[src/rtl/pc_fetch_pkg.sv]
// Shared types and constants for the program-counter / instruction-fetch stage.
package pc_fetch_pkg;

    typedef enum logic [2:0] {
        IDLE,
        REQ,
        WAIT,
        HOLD,
        TRAP
    } fetch_state_e;

    typedef enum logic [1:0] {
        PC_PLUS4,
        PC_TARGET,
        PC_JALR,
        PC_RSVD
    } pc_src_e;

    localparam logic [31:0] NOP_INSTR = 32'h0000_0013;

endpackage

[src/rtl/pc_fetch_unit_next_pc_sel.sv]
// Next-PC selection: pc+4, branch/JAL target or JALR target (bit 0 cleared),
// plus the word-alignment check on the selected value.
module next_pc_sel
    import pc_fetch_pkg::*;
(
    input  logic [31:0] pc,
    input  logic [31:0] pcTarget,
    input  logic [31:0] aluResult,
    input  logic [1:0]  pcSrc,
    output logic [31:0] nextPc,
    output logic        misalign
);

    always_comb begin
        nextPc = pc + 32'd4;
        case (pc_src_e'(pcSrc))
            PC_TARGET: nextPc = pcTarget;
            PC_JALR:   nextPc = {aluResult[31:1], 1'b0};
            default:   nextPc = pc + 32'd4;
        endcase
    end

    // JALR only clears bit 0, so bit 1 can still flag a misaligned target.
    assign misalign = |nextPc[1:0];

endmodule

[src/rtl/pc_fetch_unit.sv]
// PC register and word-fetch FSM: requests an instruction, holds it for decode,
// advances to the selected next PC on accept, and traps on a misaligned PC.
module pc_fetch_unit
    import pc_fetch_pkg::*;
#(
    parameter logic [31:0] RESET_VECTOR = 32'h0000_0000
) (
    input  logic        clk,
    input  logic        resetN,
    input  logic [31:0] pcTarget,
    input  logic [31:0] aluResult,
    input  logic [1:0]  pcSrc,
    input  logic        stall,
    input  logic        instrConsume,
    output logic        imemReq,
    output logic [31:0] imemAddr,
    input  logic        imemRdy,
    input  logic [31:0] imemRdata,
    output logic        instrValid,
    output logic [31:0] instr,
    output logic [31:0] pc,
    output logic [31:0] pcPlus4,
    output logic        misaligned
);

    fetch_state_e state_reg;
    logic [31:0]  pc_reg;
    logic [31:0]  instr_reg;
    logic         req_reg;
    logic         valid_reg;
    logic         misaligned_reg;

    logic [31:0]  pc_next;
    logic         pc_next_misalign;
    logic         accept;

    next_pc_sel u_next_pc_sel (
        .pc        (pc_reg),
        .pcTarget  (pcTarget),
        .aluResult (aluResult),
        .pcSrc     (pcSrc),
        .nextPc    (pc_next),
        .misalign  (pc_next_misalign)
    );

    // A stalled pipeline cannot take the instruction even if decode asks for it.
    assign accept = instrConsume & ~stall;

    always_ff @(posedge clk or negedge resetN) begin
        if (!resetN) begin
            state_reg      <= IDLE;
            pc_reg         <= RESET_VECTOR;
            instr_reg      <= NOP_INSTR;
            req_reg        <= 1'b0;
            valid_reg      <= 1'b0;
            misaligned_reg <= 1'b0;
        end else begin
            req_reg <= 1'b0;
            case (state_reg)
                IDLE: begin
                    state_reg <= REQ;
                    req_reg   <= 1'b1;
                end
                REQ: begin
                    state_reg <= WAIT;
                end
                WAIT: begin
                    if (imemRdy) begin
                        instr_reg <= imemRdata;
                        valid_reg <= 1'b1;
                        state_reg <= HOLD;
                    end
                end
                HOLD: begin
                    if (accept) begin
                        pc_reg    <= pc_next;
                        valid_reg <= 1'b0;
                        if (pc_next_misalign) begin
                            misaligned_reg <= 1'b1;
                            state_reg      <= TRAP;
                        end else begin
                            req_reg   <= 1'b1;
                            state_reg <= REQ;
                        end
                    end
                end
                TRAP: begin
                    state_reg <= TRAP;
                end
                default: begin
                    state_reg <= IDLE;
                end
            endcase
        end
    end

    assign imemReq    = req_reg;
    assign imemAddr   = pc_reg;
    assign instrValid = valid_reg;
    assign instr      = instr_reg;
    assign pc         = pc_reg;
    assign pcPlus4    = pc_reg + 32'd4;
    assign misaligned = misaligned_reg;

endmodule

[config.mk]
export PLATFORM = sky130hd
export DESIGN_NAME = pc_fetch_unit
export DESIGN_NICKNAME = d
export VERILOG_FILES = /design/src/rtl/pc_fetch_pkg.sv /design/src/rtl/pc_fetch_unit_next_pc_sel.sv /design/src/rtl/pc_fetch_unit.sv
export SDC_FILE = /design/constraint.sdc
export NUM_CORES = 1
export LEC_CHECK = 0
export ABC_AREA = 1
export CELL_PAD_IN_SITES_DETAIL_PLACEMENT = 0
export CELL_PAD_IN_SITES_GLOBAL_PLACEMENT = 1
export CORE_UTILIZATION = 25
export DETAILED_ROUTE_END_ITERATION = 10
export GPL_TIMING_DRIVEN = 0
export PLACE_DENSITY_LB_ADDON = 0.25
export REMOVE_ABC_BUFFERS = 1
export SYNTH_ARGS = -nofsm -noshare
export SYNTH_HDL_FRONTEND = slang
export SYNTH_SLANG_ARGS = --single-unit
[constraint.sdc]
create_clock -name clk -period 1.7 [get_ports clk]
set_clock_uncertainty 0.2 [all_clocks]
set_input_delay 0.34 -clock clk [delete_from_list [all_inputs] [get_ports clk]]
set_output_delay 0.34 -clock clk [all_outputs]
set_load 0.01 [all_outputs]
==> impl_metrics.tcl, run 1 <==
set metrics [dict create \
    status "complete, but fails checks" \
    violations "setup timing" \
    synth_flop_cell "dfrtp_1" \
    crit_slowest_cell "dfrtp_1" \
    worstPathArrival_ns 2.44 \
    grt.overflow.total 0 \
    ys_warn_count 0 \
    cp_max_fo 4 \
    via_per_inst 4.53 \
    synthTopCellsByArea "dfrtp_1 40%, nand2_1 11%, mux2_2 8.5%, buf_4 6.0%, nor2_1 5.8%" \
    fin_nets 931 \
    cp-end-kind "register" \
    maxCapViolations 0 \
    ir_drop_uv 815 \
    hold_class "input port to async pin" \
    clkLatencyLatePin_ns 0.34 \
    use_met2 0.355 \
    port_buffers 232 \
    crit_family "buffers and inverters" \
    gp_congestion 0.760 \
    drt-initial-drc-count 120 \
    syn_area_um2 4240 \
    clk_pin_slew_ns 0.07 \
    cts_max_path_buffers 2 \
    cp.depth 18 \
    period_needed_ns 2.42 \
    area_growth_pct 104 \
    numCtsBuffers 9 \
    vias 4758 \
    grt_start_max_net_pins 49 \
    die_x_um 132 \
    diodes 0 \
    fmax_ghz 0.414 \
    coreArea_um2 16600 \
    grtUsageMet3 0.0496 \
    rr_startpoint "imemAddr[3]" \
    cp-startpoint "imemAddr[3]" \
    grt_pass1_vias 4842 \
    rrSetupSlack_ns -0.72 \
    worst_pin_slew_ns 0.372 \
    synthTopCellsByCount "128 x nand2_1, 67 x dfrtp_1, 66 x nor2_1" \
    cp_common_cell "buf_4" \
    critPathBufInv 9 \
    worst_slack_ns -0.716 \
    pin_count 234 \
    ys_seq_elements 70 \
    synth_edf_count 0 \
    wl_per_cell_um 16.9 \
    hold_ws_ns 0.255 \
    place_ws_ns -2.08 \
    rsz0062_at_grt "true" \
    hpwl_um 10600 \
    setup-violations-final 46 \
    synth_most_common_cell "nand2_1" \
    critPathKind "register to register" \
    startpoint_type "register" \
    cp.required_ns 1.72 \
    drc 0 \
    synth_top_area_frac 0.395 \
    met1_usage 0.238 \
    slowest_delay_ns 0.40 \
    place_area_um2 6590 \
    routed_wl_um 17800 \
    ant_nets 0 \
    tns_ns -18.55 \
    avgSynthCellArea_um2 8.40 \
    grt_antenna_before_repair 0 \
    rr_worst_depth 18 \
    grt_usage 0.201 \
    slew_headroom 0.752 \
    busiest_layer "met2" \
    row_count 47 \
    htree_levels 3 \
    drv_slew 0 \
    seq_area_frac_synth 0.414 \
    grt_pass1_wl_um 26800 \
    dr.pass1.iters 4 \
    synth-async-reset-ratio 1.00 \
    root_buffer "clkbuf_16" \
    final_hold_viol_count 0 \
    cts.sinks 70 \
    p_leak_nw 3.89 \
    yosysTopAreaCell "dfrtp_1" \
    finalCritPeriodShare 1.42 \
    start_util 0.256 \
    final_core_util 0.522 \
    endpoint "imemAddr[24]" \
    synth_cell_types 30 \
    die_h_um 132 \
    cts_tree "built" \
    die_area_um2 17500 \
    cp_cell_sequence "buf_6, ha_4, nand2_4, nor2_4, nand2_2, nor2_4, buf_6, nand2_2, nand2_2, buf_4, buf_4, buf_4, buf_4, buf_4, buf_4, buf_4, nand3_2, a21oi_2" \
    layout-drive-gt1-share 0.504 \
    powerDensity_nw_per_um2 1710 \
    rr_endpoint "imemAddr[24]" \
    stdcell_area_um2 8650 \
    netlist_instances 505 \
]
## worst min path at each step
stage	to	slack, ns	cells after the start	from
finish	imemAddr[9]	0.25	2	resetN
detailed placement	imemAddr[9]	0.08	1	resetN
floorplan	imemAddr[0]	-0.16	0	resetN
global route	imemAddr[9]	0.27	2	resetN
global placement	misaligned	0.25	2	misaligned
CTS	imemAddr[9]	0.26	2	resetN
## per-layer routing
metal	vias up	routed length (µm)	share of wire
met5	-	0	0
met4	0	370	0.021
met3	28	1120	0.063
met2	190	8860	0.50
met1	2267	7420	0.42
li1	2273	-	-
## layout make-up
class	count	area, µm²
Fill cell	1549	7930
Tap cell	220	275
Inverter	35	139
Sequential cell	70	1790
Clock inverter	6	67.6
Multi-Input combinational cell	351	2680
Clock buffer	10	239
Timing Repair inverter	5	37.5
Timing Repair Buffer	353	3420
## placed cells by master, fill, tap and decap left out, drive strengths merged, types with 9 or more instances in the layout
cell type,instances
buf,169
nand2,135
clkdlybuf4s50,98
nor2,76
dfrtp,67
dlygate4sd2,43
inv,35
mux2,32
clkbuf,30
clkdlybuf4s15,22
a21oi,21
a221oi,20
nand3,15
xor2,13
clkinvlp,9
a22oi,9
## where the power goes
part / switching (mW) / internal [mW]
Clock: 0.807 / 1.19
Combinational: 4.59 / 4.98
Sequential: 0.684 / 2.59
## timing repair
| action | in CTS | in global routing |
|---|---|---|
| endpoints found under the setup margin | 200 | 123 |
| hold buffers | 1 | 0 |
| pin swaps | 40 | 35 |
| resized for setup | 466 | 143 |
| gates cloned | 10 | 1 |
| hold endpoints to repair | 22 | 0 |
| setup buffers | 93 | 29 |
## worst reg2reg max path, stage by stage (launching register included)
cell and delay, ns:
dfrtp_1 0.40, buf_6 0.13, ha_4 0.16, nand2_4 0.06
nor2_4 0.04, nand2_2 0.08, nor2_4 0.05, buf_6 0.12
nand2_2 0.05, nand2_2 0.05, buf_4 0.12, buf_4 0.12
buf_4 0.12, buf_4 0.12, buf_4 0.12, buf_4 0.12
buf_4 0.12, nand3_2 0.05, a21oi_2 0.05
## through the flow
| stage | std cells | total power, mW |
|---|---|---|
| 2_1_floorplan | 452 | 6.39 |
| 3_3_place_gp | 904 | 10.6 |
| 6_report | 1050 | 14.8 |
| 4_1_cts | 1026 | 14.0 |
| 5_1_grt | 1050 | 15.7 |
| 3_5_place_dp | 907 | 10.7 |
## kinds of logic after synthesis
| family | after synthesis | share of synthesized area |
|---|---|---|
| simple gates | 234 | 0.239 |
| buf+inv | 88 | 0.112 |
| flops | 70 | 0.414 |
| compound gates | 63 | 0.102 |
| mux | 32 | 0.0850 |
| xor+xnor | 15 | 0.0398 |
| fa+ha+maj | 3 | 0.00885 |
Power figures use the tool's default switching activity.
==> run 2: changes to the inputs <==
--- a/config.mk
+++ b/config.mk
@@ -8,8 +8,9 @@
 export ABC_AREA = 1
 export CELL_PAD_IN_SITES_DETAIL_PLACEMENT = 0
 export CELL_PAD_IN_SITES_GLOBAL_PLACEMENT = 1
-export CORE_UTILIZATION = 25
+export CORE_UTILIZATION = 27
 export DETAILED_ROUTE_END_ITERATION = 10
+export GPL_ROUTABILITY_DRIVEN = 0
 export GPL_TIMING_DRIVEN = 0
 export PLACE_DENSITY_LB_ADDON = 0.25
 export REMOVE_ABC_BUFFERS = 1
==> constraint.sdc (replaced) <==
create_clock -name clk -period 2.6 [get_ports clk]
set_clock_uncertainty 0.2 [all_clocks]
set_input_delay 0.52 -clock clk [delete_from_list [all_inputs] [get_ports clk]]
set_output_delay 0.52 -clock clk [all_outputs]
set_load 0.01 [all_outputs]
==> impl_metrics.tcl, run 2 (synthesized netlist as in run 1, its figures left out) <==
set metrics [dict create \
    cts_max_path_buffers 2 \
    fin_nets 856 \
    comb_power_share 0.598 \
    hold_ws_ns 0.264 \
    crit_family "simple AND/OR/NAND/NOR gates" \
    numCtsBuffers 9 \
    worst_slack_ns -0.0188 \
    period_needed_ns 2.62 \
    grt_pass1_wl_um 22400 \
    cp_cell_sequence "buf_6, ha_4, nand2_4, nor2_4, buf_6, nand2_4, nor2_4, buf_6, nand2_2, nand2_1, nand2_1, buf_2" \
    powerDensity_nw_per_um2 1170 \
    vias 4350 \
    worst_pin_slew_ns 0.799 \
    drv_slew 0 \
    fmax_ghz 0.382 \
    violations "setup timing" \
    p_sw_frac 0.383 \
    pin_count 234 \
    port_buffers 232 \
    hpwl_um 10600 \
    p_seq_frac 0.255 \
    htree_levels 3 \
    p_leak_nw 3.22 \
    critPathBufInv 4 \
    setup-violations-final 2 \
    area_growth_pct 75.8 \
    routed_wl_um 14500 \
    final_hold_viol_count 0 \
    ant_nets 0 \
    drc 0 \
    dr.pass1.iters 4 \
    grt_usage 0.179 \
    wl_met1_um 6270 \
    cp_common_cell "buf_6" \
    maxCapViolations 0 \
    critPathKind "register to output pin" \
    place_ws_ns -1.22 \
    die_area_um2 16200 \
    dr_wl_met3_um 1220 \
    startpoint_type "register" \
    final_core_util 0.489 \
    power.total_mw 8.75 \
    slowest_delay_ns 0.36 \
    root_buffer "clkbuf_16" \
    finalCritPeriodShare 1.01 \
    row_count 45 \
    clockPowerShare 0.147 \
    cts_tree "built" \
    p_int_mw 5.40 \
    drt-initial-drc-count 131 \
    grt.overflow.total 0 \
    worstPathArrival_ns 1.90 \
    status "complete, but fails checks" \
    final_cell_mix "203 x clkdlybuf4s50_1, 114 x nand2_1, 56 x nor2_1, 44 x dfrtp_1, 42 x buf_4" \
    mostFrequentLayoutCell "clkdlybuf4s50_1" \
    clk_pin_slew_ns 0.06 \
    cts.sinks 70 \
    wl_met2_um 6840 \
    die_x_um 127 \
    grt_start_max_net_pins 46 \
    cp.required_ns 1.88 \
    coreArea_um2 15300 \
    wl_per_cell_um 15.0 \
    top_layer "met4" \
    ir_drop_uv 559 \
    slew_headroom 0.467 \
    start_util 0.278 \
    grt_pass1_vias 4277 \
    grt_antenna_before_repair 0 \
    p_switching_mw 3.35 \
    cp-end-kind "output pin" \
    clkLatencyLatePin_ns 0.34 \
    rsz0062_at_grt "true" \
    tns_ns -0.0290 \
    hold_class "register to register" \
    layout-drive-gt1-share 0.269 \
    cp_max_fo 4 \
    die_h_um 127 \
    diodes 0 \
    crit_slowest_cell "dfrtp_1" \
    via_per_inst 4.50 \
]
-- run 2: cell types whose count changed in the layout (fill, tap and decap cells not counted), sizes merged --
cell | before | now
clkinvlp | 9 | 1
nand3 | 15 | 13
nor2 | 76 | 77
nand2 | 135 | 133
buf | 169 | 65
clkdlybuf4s50 | 98 | 203
clkbuf | 30 | 19
inv | 35 | 34
clkinv | 1 | 4
dlygate4sd2 | 43 | 7
clkdlybuf4s15 | 22 | 2
-- run 2: worst min-delay path: stages, from the launching register on --
cell	delay, ns
dfrtp_1	0.34
inv_1	0.04
nand2_1	0.05
-- run 2: metal layers --
metal,vias up,GRT usage
li1,2128,-
met1,2033,0.218
met2,179,0.296
met3,10,0.0607
met4,0,0.0560
met5,-,0
-- run 2: final cells by class --
type                    count  area, µm²
flip-flops and latches     70       1780
repair buffers            286       2780
well taps                 211        264
clock inverters             5       57.6
multi-input cells         348       2190
inverters                  35        135
clock buffers              11        253
fillers                  1466       7800
-- run 2: path summary, 6_finish.rpt --
path,startpoint,slack [ns],end,cells after the start
min reg2reg,misaligned,0.26,misaligned,2
max,imemAddr[3],-0.02,pcPlus4[22],12
min,misaligned,0.26,misaligned,2
max in group asynchronous,resetN,1.13,instr[1],3
max reg2reg,state_reg[0],0.45,imemAddr[7],8
min in group asynchronous,resetN,0.45,imemAddr[24],2
-- run 2: power groups by stage --
stage / Sequential [mW] / Clock [mW] / Combinational [mW]
5_1_grt: 2.32 / 1.37 / 5.68
2_1_floorplan: 2.56 / 0 / 1.62
6_report: 2.23 / 1.29 / 5.23
4_1_cts: 2.25 / 1.32 / 4.96
3_5_place_dp: 2.33 / 0 / 4.65
3_3_place_gp: 2.30 / 0 / 4.60
-- run 2: metrics by stage --
stage                     cell area [µm²]  cells
after detailed placement             6600    899
after floorplan                      3900    452
after CTS                            7250    949
after global routing                 7460    966
after global placement               6490    895
final                                7460    966
-- run 2: what timing repair did --
action	in CTS	in global routing
hold endpoints to repair	25	0
resized for setup	105	59
pin swaps	11	20
hold buffers	1	0
setup buffers	33	19
cloned	0	1
endpoints found under the setup margin	64	51
